`src/rtl/map_rom_arbiter.sv`:
```
`default_nettype none
// ============================================================================
// Module   : map_rom_arbiter
// Function : Shares one combinational map ROM between a real-time overlay
//            reader and a tracer reader with a starvation-forced tracer grant.
// Revision : 1.0 - initial release
// ============================================================================
module map_rom_arbiter #(
  parameter int MAP_WIDTH_BITS  = 4,
  parameter int MAP_HEIGHT_BITS = 4,
  parameter int STARVE_LIMIT    = 8
) (
  input  logic                       clk,
  input  logic                       reset,
  input  logic                       ov_req,
  input  logic [MAP_WIDTH_BITS-1:0]  ov_col,
  input  logic [MAP_HEIGHT_BITS-1:0] ov_row,
  output logic                       ov_val,
  output logic                       ov_valid,
  output logic                       ov_stale,
  input  logic                       tr_req,
  input  logic [MAP_WIDTH_BITS-1:0]  tr_col,
  input  logic [MAP_HEIGHT_BITS-1:0] tr_row,
  output logic                       tr_ack,
  output logic                       tr_val,
  output logic [MAP_WIDTH_BITS-1:0]  rom_col,
  output logic [MAP_HEIGHT_BITS-1:0] rom_row,
  input  logic                       rom_val
);

  typedef enum logic [1:0] {
    GNT_NONE      = 2'd0,
    GNT_OV        = 2'd1,
    GNT_TR        = 2'd2,
    GNT_TR_FORCED = 2'd3
  } grant_t;

  localparam logic [3:0] STARVE_LIMIT_C = 4'(STARVE_LIMIT);

  grant_t     grant;
  logic       tr_eff;
  logic       tr_win;
  logic       ov_val_q,   ov_val_d;
  logic       ov_valid_q, ov_valid_d;
  logic       ov_stale_q, ov_stale_d;
  logic       tr_val_q,   tr_val_d;
  logic       tr_ack_q,   tr_ack_d;
  logic [3:0] starve_cnt_q, starve_cnt_d;

  // A tracer request seen in its own ack cycle is the tail of the old one.
  always_comb begin
    grant  = GNT_NONE;
    tr_eff = tr_req & ~tr_ack_q;
    if (!reset) begin
      if (ov_req && tr_eff) begin
        grant = (starve_cnt_q >= STARVE_LIMIT_C) ? GNT_TR_FORCED : GNT_OV;
      end else if (ov_req) begin
        grant = GNT_OV;
      end else if (tr_eff) begin
        grant = GNT_TR;
      end
    end
  end

  assign tr_win = (grant == GNT_TR) || (grant == GNT_TR_FORCED);

  always_comb begin
    rom_col = '0;
    rom_row = '0;
    if (grant == GNT_OV) begin
      rom_col = ov_col;
      rom_row = ov_row;
    end else if (tr_win) begin
      rom_col = tr_col;
      rom_row = tr_row;
    end
  end

  always_comb begin
    ov_val_d     = ov_val_q;
    ov_valid_d   = 1'b0;
    ov_stale_d   = 1'b0;
    tr_val_d     = tr_val_q;
    tr_ack_d     = 1'b0;
    starve_cnt_d = starve_cnt_q;
    if (grant == GNT_OV) begin
      ov_val_d   = rom_val;
      ov_valid_d = 1'b1;
    end
    if (tr_win) begin
      tr_val_d = rom_val;
      tr_ack_d = 1'b1;
    end
    // Overlay cannot stall, so a forced tracer grant still answers it, flagged stale.
    if (grant == GNT_TR_FORCED) begin
      ov_valid_d = ov_req;
      ov_stale_d = ov_req;
    end
    if (!tr_eff || tr_win) begin
      starve_cnt_d = 4'd0;
    end else if (starve_cnt_q != 4'hF) begin
      starve_cnt_d = starve_cnt_q + 4'd1;
    end
  end

  always_ff @(posedge clk) begin
    if (reset) begin
      ov_val_q     <= 1'b0;
      ov_valid_q   <= 1'b0;
      ov_stale_q   <= 1'b0;
      tr_val_q     <= 1'b0;
      tr_ack_q     <= 1'b0;
      starve_cnt_q <= 4'd0;
    end else begin
      ov_val_q     <= ov_val_d;
      ov_valid_q   <= ov_valid_d;
      ov_stale_q   <= ov_stale_d;
      tr_val_q     <= tr_val_d;
      tr_ack_q     <= tr_ack_d;
      starve_cnt_q <= starve_cnt_d;
    end
  end

  // Outputs read as zero for the whole reset cycle, including the one whose
  // registers still hold a pre-reset grant.
  assign ov_val   = ov_val_q   & ~reset;
  assign ov_valid = ov_valid_q & ~reset;
  assign ov_stale = ov_stale_q & ~reset;
  assign tr_val   = tr_val_q   & ~reset;
  assign tr_ack   = tr_ack_q   & ~reset;

endmodule
`default_nettype wire

```
`config.mk`:
```
export PLATFORM = sky130hd
export DESIGN_NAME = map_rom_arbiter
export DESIGN_NICKNAME = d
export VERILOG_FILES = /design/src/rtl/map_rom_arbiter.sv
export SDC_FILE = /design/constraint.sdc
export NUM_CORES = 1
export LEC_CHECK = 0
export CAP_MARGIN = 20
export CORE_AREA = 2 2 40 42
export DETAILED_ROUTE_END_ITERATION = 8
export DIE_AREA = 0 0 42 44
export PLACE_DENSITY = 0.77
export SLEW_MARGIN = 0
export SYNTH_ARGS = -nofsm -noshare
export SYNTH_HDL_FRONTEND = slang
export SYNTH_SLANG_ARGS = --single-unit
export TNS_END_PERCENT = 30
```
`constraint.sdc`:
```
create_clock -name clk -period 2.53 [get_ports clk]
set_input_delay 0.506 -clock clk [delete_from_list [all_inputs] [get_ports clk]]
set_output_delay 0.506 -clock clk [all_outputs]
set_load 0.03 [all_outputs]
```
==> impl_metrics.ini, run 1 <==
[outcome]
status = finished, final reports clean

[global_route]
grt_pass1_vias = 451
antenna_found_initial = 0
groute.layer.met3.usage = 0.0542
use_met1 = 0.164
busiest_layer = met2
grt_usage = 0.134
grt_overflow_total = 0
grt_pass1_wl_um = 1850
grt_max_degree = 10
grt_use_met2 = 0.200

[synthesis]
synthCells = 44
synth_top_family_by_area = simple AND/OR/NAND/NOR gates
yosys_warnings = 0
synth.area.top_cells = dfxtp_1 40%, a22o_1 15%, nor2b_1 6.9%, ha_1 5.5%, a31oi_4 4.7%
yosys.area.top_type_share = 0.397
ys_ff_latch = 9
avgSynthCellArea_um2 = 10.3
ys_types = 16
synth_compound_gate_area_share = 0.201
synth_mux_area_frac = 0.0579
synth_simple_gate_area_frac = 0.229
synth_top_cell_by_area = dfxtp_1
ys_seq_area_frac = 0.397
synth_fp_nets = 67
synth_area_um2 = 454
yosys.area_share.adder = 0.0551
synthXorXnorAreaFrac = 0.0193

[critical_path]
crit_type = in -> out
crit_path_max_fanout = 6
cp.arrival_ns = 1.91
cp-end-kind = output port
crit_required_ns = 2.02
critPathLaunchType = input port

[floorplanning]
row_count = 14
core_mm2 = 0.00142
dieArea_mm2 = 0.00185
io_pins = 34
die_x_um = 42
start_util = 0.320
die_h_um = 44

[clocking]
hold_buffers = 0
path_clk_slew_ns = 0.06
clock-root-buffer = clkbuf_4
worstSkewPairLatency_ns = 0.26
tritoncts = done
cts_buffers = 3
htreeDepth = 1
cts_sinks = 9
cts.path.max_buffers = 2

[power]
p_int_mw = 0.264
peakVddDrop_uv = 273
power_mw = 0.362
p_switching_mw = 0.0979
p_clk_frac = 0.307
p_comb_frac = 0.284
power_frac_seq = 0.409
p_per_area_mw_per_mm2 = 429
leakage_nw = 0.387
switching_share = 0.271

[sta]
period_needed_ns = 2.42
rsz0062_at_grt = no
post-route-period-util = 0.955
maxSlewHeadroom = 0.767
skew_ns = 0.000491
setup_violations = 0
tightestPinTransition_ns = 0.349
fin_ws_ns = 0.115
fin_tns_setup_ns = 0
max_freq_mhz = 414
drv_slew = 0
hold_viol_final = 0

[drt]
via_per_inst = 4.68
dr.pass1.iters = 3
drt-wirelength-per-cell_um = 11.5
ant_nets = 0
route.detailed.drc = 0
via_count = 473
routed_wl_um = 1160
drtIter0Drc = 6

[layout]
syn2layout_area_growth_pct = 85.7
register_area_um2 = 180
fillCellCount = 123
final_nets = 109
num_antenna_cells = 0
layout-drive-gt1-share = 0.235
multi_input_area_um2 = 255

[place]
numPortBuffers = 33
dp_slack_ns = 0.0273
hpwlAfterDp_um = 922
place.gp.congestion = 0.655

[worst_hold_path]
min_path_type = reg -> reg

[run]
maxCapViolCount = 0
[logic make-up (layout without fill, tap and decap cells)]
kind of cell             Yosys count  after routing
AO/OA/AOI/OAI                      9              9
XOR/XNOR                           1              1
adder cells (fa/ha/maj)            2              2
buffers and inverters              5             46
flip-flops                         9              9
multiplexers                       2              2
AND/OR/NAND/NOR                   16             16
[routing by layer]
metal,share of wire,up-vias
li1,-,233
met1,0.39,223
met2,0.53,12
met3,0.056,5
met4,0.024,0
met5,0,-
[registers in the layout, summed over array words and instances, names as in the netlist]
name	cells
starve_cnt_q	4
ov_stale_q	1
ov_val_q	1
ov_valid_q	1
tr_ack_q	1
tr_val_q	1
[layout make-up]
cell class                      instances  share of cell area
Timing Repair Buffer                   37               0.407
Tap cell                               16              0.0237
Sequential cell                         9               0.214
Clock buffer                            4              0.0312
Multi-Input combinational cell         30               0.303
Inverter                                5              0.0223
[power groups by stage]
stage          Sequential (mW)  Clock [mW]  Combinational (mW)
2_1_floorplan            0.151           0              0.0455
3_3_place_gp             0.151           0               0.100
3_5_place_dp             0.151           0               0.102
4_1_cts                  0.148       0.116               0.103
5_1_grt                  0.148       0.124               0.109
6_report                 0.148       0.111               0.103
[synthesized netlist by cell type]
cell type  count
or3_1          1
nand3_1        1
mux2_4         1
nor4_1         1
nor2_1         5
nand2b_4       1
a31oi_4        1
dfxtp_1        9
a22o_1         8
nor3_4         1
nand2b_1       1
ha_1           2
mux2_1         1
xnor2_1        1
nor2b_1        5
inv_1          5
[worst paths after layout]
kind / cells after the start / from / slack, ns / end
max: 6 / ov_req / 0.11 / rom_row[3]
min: 2 / starve_cnt_q[2] / 0.46 / starve_cnt_q[3]
max reg2reg: 4 / tr_ack_q / 1.26 / ov_val_q
min reg2reg: 2 / starve_cnt_q[2] / 0.46 / starve_cnt_q[3]
[cells in the final DEF, fill, tap and decap left out]
cell type        count
dfxtp_1              9
nor3_4               1
nand3_1              1
a31oi_4              1
clkbuf_4             3
buf_4               13
clkbuf_1             1
dlymetal6s2s_1       2
nor2_1               5
or3_1                1
ha_1                 2
xnor2_1              1
inv_1                5
mux2_4               1
a22o_1               8
clkdlybuf4s50_1     22
nor4_1               1
nor2b_1              5
mux2_1               1
nand2b_4             1
nand2b_1             1
[worst max-delay path, cell delays in order]
cell	delay (ns)
clkdlybuf4s50_1	0.48
nor2b_1	0.27
nor3_4	0.07
buf_4	0.17
a22o_1	0.23
buf_4	0.17
[stage by stage]
step                area (um2)  hold WS [ns]   util  std cells
finish                     843         0.463  0.594        101
global route               843         0.496  0.594        101
CTS                        831         0.465  0.586        100
detailed placement         805         0.451  0.567         96
global placement           805         0.447  0.567         96
floorplan                  454         0.430      -         44
[what timing repair did]
item | in CTS | in global routing
endpoints found under the setup margin | 0 | 9
resized for setup | 0 | 2
buffers inserted | 0 | 1
No activity file was read; power rests on OpenSTA's default activity.
==> run 2: changes to the inputs <==
--- a/config.mk
+++ b/config.mk
@@ -6,10 +6,11 @@
 export NUM_CORES = 1
 export LEC_CHECK = 0
 export CAP_MARGIN = 20
-export CORE_AREA = 2 2 40 42
+export CORE_AREA = 2 2 42 44
 export DETAILED_ROUTE_END_ITERATION = 8
-export DIE_AREA = 0 0 42 44
-export PLACE_DENSITY = 0.77
+export DIE_AREA = 0 0 44 46
+export HOLD_SLACK_MARGIN = 0.02
+export PLACE_DENSITY = 0.71
 export SLEW_MARGIN = 0
 export SYNTH_ARGS = -nofsm -noshare
 export SYNTH_HDL_FRONTEND = slang
==> impl_metrics.ini, run 2 (synthesized netlist as in run 1, its figures left out) <==
[clocking]
hold_buffers = 0
cts.path.max_buffers = 2
htreeDepth = 1
cts_sinks = 9
path_clk_slew_ns = 0.06
tritoncts = done
post_cts_buffers = 0
worstSkewPairLatency_ns = 0.26
clock-root-buffer = clkbuf_4
cts_buffers = 3

[layout]
final_common_cell = clkdlybuf4s50_1
num_antenna_cells = 0
layout_common_cells = 22 x clkdlybuf4s50_1, 10 x buf_4, 9 x dfxtp_1, 8 x a22o_1
multi_input_area_um2 = 255
syn2layout_area_growth_pct = 82.9
final_util = 0.515
register_area_um2 = 180
largest_reg_flops = 4
finalNonFillerCells = 100
largest_register = starve_cnt_q
layout-drive-gt1-share = 0.205
final_nets = 107
fillCellCount = 155

[drt]
via_count = 464
dr.pass1.iters = 4
ant_nets = 0
route.detailed.drc = 0
drtIter0Drc = 6
via_per_inst = 4.64
routed_wl_um = 1090
drt-wirelength-per-cell_um = 10.9

[power]
p_clk_frac = 0.307
switching_share = 0.267
power_frac_seq = 0.414
p_switching_mw = 0.0955
p_int_mw = 0.262
peakVddDrop_uv = 329
p_comb_frac = 0.279
leakage_nw = 0.380
p_per_area_mw_per_mm2 = 430

[floorplanning]
start_util = 0.281
dieArea_mm2 = 0.00202
io_pins = 34
core_mm2 = 0.00161
die_x_um = 44
die_h_um = 46
row_count = 15

[place]
placedCellCount = 96
place.gp.congestion = 0.696
hpwlAfterDp_um = 879
numPortBuffers = 33

[critical_path]
cp.arrival_ns = 1.97
crit_path_max_fanout = 7
path_buf_inv = 3
critical-path-max-stage-delay_ns = 0.53
crit_top_cell = buf_4
cp_cell_sequence = clkdlybuf4s50_1 > nor2b_1 > nor3_4 > buf_4 > a22o_1 > buf_4
crit_type = in -> out
crit_family = buffers and inverters
slowest_stage = clkdlybuf4s50_1
crit_required_ns = 2.02
critPathLaunchType = input port
cp-end-kind = output port

[global_route]
grt_max_degree = 10
grt_overflow_total = 0
grt_pass1_vias = 364
grt_usage = 0.113
grt_pass1_wl_um = 1570
antenna_found_initial = 0

[sta]
rsz0062_at_grt = no
max_freq_mhz = 404
tightestPinTransition_ns = 0.358
skew_ns = 0.00211
setup_violations = 0
hold_viol_final = 0
maxSlewHeadroom = 0.761
post-route-period-util = 0.978
fin_tns_setup_ns = 0
period_needed_ns = 2.47
drv_slew = 0

[outcome]
status = finished, final reports clean

[run]
maxCapViolCount = 0

[worst_hold_path]
min_path_type = reg -> reg
run 2: changes by cell type in the layout (fill, tap and decap cells not counted):
cell	change
buf_4	-3
dlygate4sd2_1	+1
run 2: layout make-up:
| cell class | instances | area share |
|---|---|---|
| Timing Repair Buffer | 35 | 0.396 |
| Multi-Input combinational cell | 30 | 0.307 |
| Tap cell | 17 | 0.0256 |
| Sequential cell | 9 | 0.217 |
| Inverter | 5 | 0.0226 |
| Clock buffer | 4 | 0.0316 |
run 2: worst paths after layout:
path                                       from         endpoint  slack, ns  cells after the start
worst max register to register  starve_cnt_q[3]         tr_val_q       1.28                      4
worst min-delay path            starve_cnt_q[2]  starve_cnt_q[3]       0.46                      2
worst min register to register  starve_cnt_q[2]  starve_cnt_q[3]       0.46                      2
worst max-delay path                     ov_req       rom_row[2]       0.06                      6
run 2: routing by layer:
layer | up-vias | routed length (um) | GRT usage
li1 | 230 | - | -
met1 | 220 | 445 | 0.129
met2 | 12 | 568 | 0.165
met3 | 2 | 71 | 0.0714
met4 | 0 | 8 | 0.0545
met5 | - | 0 | 0
run 2: power groups by stage:
stage	logic (mW)	registers [mW]	clock network, mW
finish	0.0997	0.148	0.110
global placement	0.0998	0.151	0
CTS	0.101	0.148	0.115
global route	0.106	0.148	0.124
detailed placement	0.101	0.151	0
floorplan	0.0455	0.151	0
run 2: stage by stage:
step	instance area (um2)	power, mW	setup slack (ns)	hold WS [ns]
2_1_floorplan	454	0.196	0.686	0.430
6_report	831	0.357	0.0555	0.460
3_3_place_gp	801	0.251	0.0430	0.448
4_1_cts	826	0.364	0.00367	0.461
5_1_grt	831	0.379	0.00714	0.502
3_5_place_dp	801	0.252	0.0123	0.446
run 2: worst reg2reg max path, cell delays in order, from the launching register on:
cell and delay [ns]:
dfxtp_1 0.38, nor2b_1 0.10, nor3_4 0.18, buf_4 0.18, mux2_4 0.30
run 2: what timing repair did:
action	4_1_cts	5_1_grt
hold endpoints to repair	0	0
endpoints found under the setup margin	1	9
gates resized for setup	1	2
==> variant 1, RTL diff (config.mk and constraints of run 1) <==
Make the reset (`reset`) asynchronous in one clocked block.
--- a/src/rtl/map_rom_arbiter.sv
+++ b/src/rtl/map_rom_arbiter.sv
@@ -104,5 +104,5 @@
   end
 
-  always_ff @(posedge clk) begin
+  always_ff @(posedge clk or posedge reset) begin
     if (reset) begin
       ov_val_q     <= 1'b0;
Function: same outputs for any inputs over 10 cycles, from zero or initial values and one cycle with reset high; that may be too few to reach the edited logic, so the function may still have changed.
==> variant 1 against run 1 <==
  * Worst hold slack better by 46 ps
  * Final area is 8.8% higher
  * Power is 7.6% higher
  * Clock power is 5% lower
  * Die area stayed put
  * Largest power group unchanged
  * Synthesized cell count is 14% higher
  * Routed wire length is 9.4% higher
  * Sequential power is 9% higher
  * Synthesized area is 21% higher
  * Highest routed layer is now met3
  * Fmax is 0.92% lower
  * Non-clock buffer count is 3 lower
  * Sequential cell count stayed put
  * Combinational power is 19% higher
  * Worst setup slack worse by 22 ps
==> variant 1: results (changes against run 1) <==
Detailed routing
  • DR vias: 498 (+5.3%)
  • DRT Wirelength: 1270 µm (+9.4%)
  • Iteration-0 DRC Markers: 3 (-3)
  • Vias/cell: 4.83 (+3.2%)

Power and ir drop
  • Power Combinational: 0.123 mW (+19%)
  • Net Sw Frac: 27.5% (+0.41 points)
  • Total leakage power: 0.501 nW (+29%)
  • Clock group: 0.105 mW (-5%)
  • Sequential group power: 0.161 mW (+9%)

Worst setup path
  • Worst path arrival time: 1930 ps (+20 ps)
  • CP max FO: 10 (+4)

Global route
  • Vias in the first global route: 535 (+19%)
  • Met3 Use GR: 8.33% (+2.9 points)
  • Routing usage on met2: 30.0% (+10 points)
  • First-pass GRT wire length: 2140 µm (+16%)
  • Met1 GRT Util: 16.0% (-0.40 points)
  • Largest net degree at the start of global routing: 11 (+1)

Cells and area
  • Filler cell count in the final layout: 115 (-6.5%)
  • # nets final: 111 (+1.8%)

Run status
  • Status: complete, no violations

Placement
  • Gpl congestion: 0.664 (+1.3%)
  • Place WS: 7.37 ps (-19.9 ps)
  • Dpl cell area: 878 µm² (+9.2%)
  • Placed cell count: 99 (+3.1%)

Synth
  • Library cells used by synthesis: 22 (+6)
  • Post-synthesis compound-gate area fraction: 18.3% (-1.8 points)
  • Mux cell area share after synthesis: 6.62% (+0.84 points)
  • Post-synth top cells: dfrtp_1 (9), a22o_1 (8), and2b_2 (5)
  • Syn_nets: 73 (+9.0%)
  • Async SR Flop Fraction: 100% (+100 points)
  • Synth area leaders: dfrtp_1 (41%), a22o_1 (13%), and2b_2 (8.0%), ha_1 (4.6%), a21boi_4 (3.4%)
  • Post-Syn Area per Cell: 11.0 µm² (+6.2%)
  • Seq/Total Area, Yosys: 41.1% (+1.4 points)
  • Synth Flop Type: dfrtp_1

Timing
  • Clock skew: 5.87 ps (+5.38 ps)
  • Worst slew margin: 64.8% (-12 points)
==> variant 1: cell types whose count changed in the layout (fill, tap and decap cells not counted), moves of 3 or more <==
| cell | change |
|---|---|
| dlymetal6s2s_1 | +3 |
| nor2b_1 | -4 |
| buf_4 | -4 |
| dfrtp_1 | +9 |
| dfxtp_1 | -9 |
| and2b_2 | +5 |
==> variant 1: worst paths after layout <==
path                               start              end  slack (ps)  depth (start not counted)
worst min register to register  tr_val_q         tr_val_q         510                          1
min in group asynchronous          reset  starve_cnt_q[3]         740                          2
worst min-delay path            tr_val_q         tr_val_q         510                          1
worst max register to register  tr_ack_q         tr_val_q        1240                          3
worst max-delay path              tr_req       rom_row[0]          90                          6
max in group asynchronous          reset  starve_cnt_q[1]        1540                          2
==> variant 1: layout make-up <==
cell class | count | area [µm²] | area share [%]
Timing Repair Buffer | 34 | 330 | 36.0
Tap cell | 16 | 20.0 | 2.18
Inverter | 3 | 11.3 | 1.23
Sequential cell | 9 | 225 | 24.6
Multi-Input combinational cell | 37 | 304 | 33.2
Clock buffer | 4 | 26.3 | 2.86
==> variant 1: what timing repair did <==
item                       CTS  global route
hold endpoints to repair     0             0
setup endpoints to repair    0             5
gates resized for setup      0             5
==> variant 1: metal layers <==
layer | wire [µm] | part of all wire, %
met1 | 504 | 40
met2 | 677 | 53
met3 | 88 | 6.9
met4 | 0 | 0
met5 | 0 | 0
==> variant 1: worst reg2reg max path: stages (launching register included) <==
cell and delay [ps]:
dfrtp_1 380, nor2b_2 200, nor3b_2 240, mux2_2 350
==> variant 1: cells by family after synthesis <==
family,Yosys count
AND/OR/NAND/NOR,20
AO/OA/AOI/OAI,11
flip-flops,9
buffers and inverters,4
multiplexers,3
adder cells (fa/ha/maj),2
XOR/XNOR,1
==> variant 2, RTL diff (settings of run 1) <==
Made on the original files. Change the parameter `STARVE_LIMIT` from 8 to 4.
--- a/src/rtl/map_rom_arbiter.sv
+++ b/src/rtl/map_rom_arbiter.sv
@@ -9,5 +9,5 @@
   parameter int MAP_WIDTH_BITS  = 4,
   parameter int MAP_HEIGHT_BITS = 4,
-  parameter int STARVE_LIMIT    = 8
+  parameter int STARVE_LIMIT    = 4
 ) (
   input  logic                       clk,
Function: changed (a bounded check fails within 10 cycles, from zero or initial values and one cycle with reset high).
==> variant 2 against run 1 <==
  * Sequential cell count is the same
  * Sequential share of layout area is 1.3 points higher
  * Power hardly changed
  * Routed wire length fell by 9.4%
  * Final area decreased by 5.8%
  * Die area unchanged
  * Clock power decreased by 4%
  * Synthesized area shrank 1.9%
  * Clock skew about the same
  * Worst setup slack got worse by 72 ps
  * Via count shrank 7.8%
==> variant 2: results (changes against run 1) <==
Timing
  • Clock skew: 0.500 ps (+0.00958 ps)
  • Hold slack: 441 ps (-22.4 ps)

Placement
  • Dpl cell area: 764 µm² (-5.0%)
  • Gpl congestion: 0.690 (+5.3%)
  • Placed cell count: 89 (-7.3%)

Detailed routing
  • Met3 wire len: 103 µm (+58%)
  • Iteration-0 DRC Markers: 3 (-3)
  • Metal-1 WL: 409 µm (-9.3%)
  • WL/cell: 11.3 µm (-1.6%)

Global route
  • Largest net degree at the start of global routing: 12 (+2)
  • First-pass GRT wire length: 1720 µm (-7.1%)
  • GR Util All Layers: 13.1% (-0.35 points)

Min path
  • Hold Path End: starve_cnt_q[0]
  • Hold Path Stages: 1 (-1)
  • Hold wc startpoint: starve_cnt_q[0]

Worst setup path
  • CP max FO: 7 (+1)
  • FF-to-FF End: tr_val_q

Synth
  • Syn_nets: 63 (-6.0%)
  • Mux cell area share after synthesis: 5.90% (+0.11 points)
  • Post-synthesis compound-gate area fraction: 22.5% (+2.4 points)
  • Library cells used by synthesis: 20 (+4)
  • XOR/XNOR Fraction of Synth Area: 0% (-1.9 points)
  • Synth area leaders: dfxtp_1 (40%), a22o_1 (16%), and2b_2 (5.9%), and2b_4 (4.5%), mux2_4 (3.4%)

Run status
  • Status: complete, no violations

Power and ir drop
  • Peak supply drop: 208 µV (-24%)
  • Total leakage power: 0.355 nW (-8.3%)

Cells and area
  • # nets final: 100 (-8.3%)
==> variant 2: area by class of cell <==
cell class / count / area [µm²]
clock buffer: 4 / 26.3
multi-input combinational: 28 / 240
tap: 16 / 20.0
timing repair buffer: 34 / 320
sequential: 9 / 180
fill: 138 / 624
inverter: 2 / 7.51
==> variant 2: layer usage <==
| layer | global-route usage (%) | vias up |
|---|---|---|
| li1 | - | 215 |
| met2 | 23.4 | 28 |
| met1 | 12.9 | 191 |
| met4 | 9.68 | 0 |
| met3 | 3.75 | 2 |
| met5 | 0 | - |
==> variant 2: cells by family after synthesis <==
| group | after synthesis |
|---|---|
| AND/OR/NAND/NOR | 12 |
| AO/OA/AOI/OAI | 12 |
| buffers and inverters | 4 |
| other | 1 |
| multiplexers | 2 |
| adder cells (fa/ha/maj) | 1 |
| flip-flops | 9 |
==> variant 2: how the worst max path moves through the flow <==
stage	startpoint	end	cells after the start
after global routing	reset	tr_val	3
after global placement	reset	ov_val	3
after CTS	reset	ov_val	3
final	reset	tr_val	3
after detailed placement	reset	ov_val	3
after floorplan	tr_req	rom_col[0]	4
==> variant 2: power by group <==
part           internal, mW  switching (mW)  total, mW
clock                0.0605          0.0463      0.107
sequential            0.148         0.00235      0.150
combinational        0.0598          0.0457      0.105
==> variant 2: worst max-delay path: stages <==
cell,delay [ps]
clkdlybuf4s50_1,510
and2b_4,300
clkdlybuf4s50_1,660
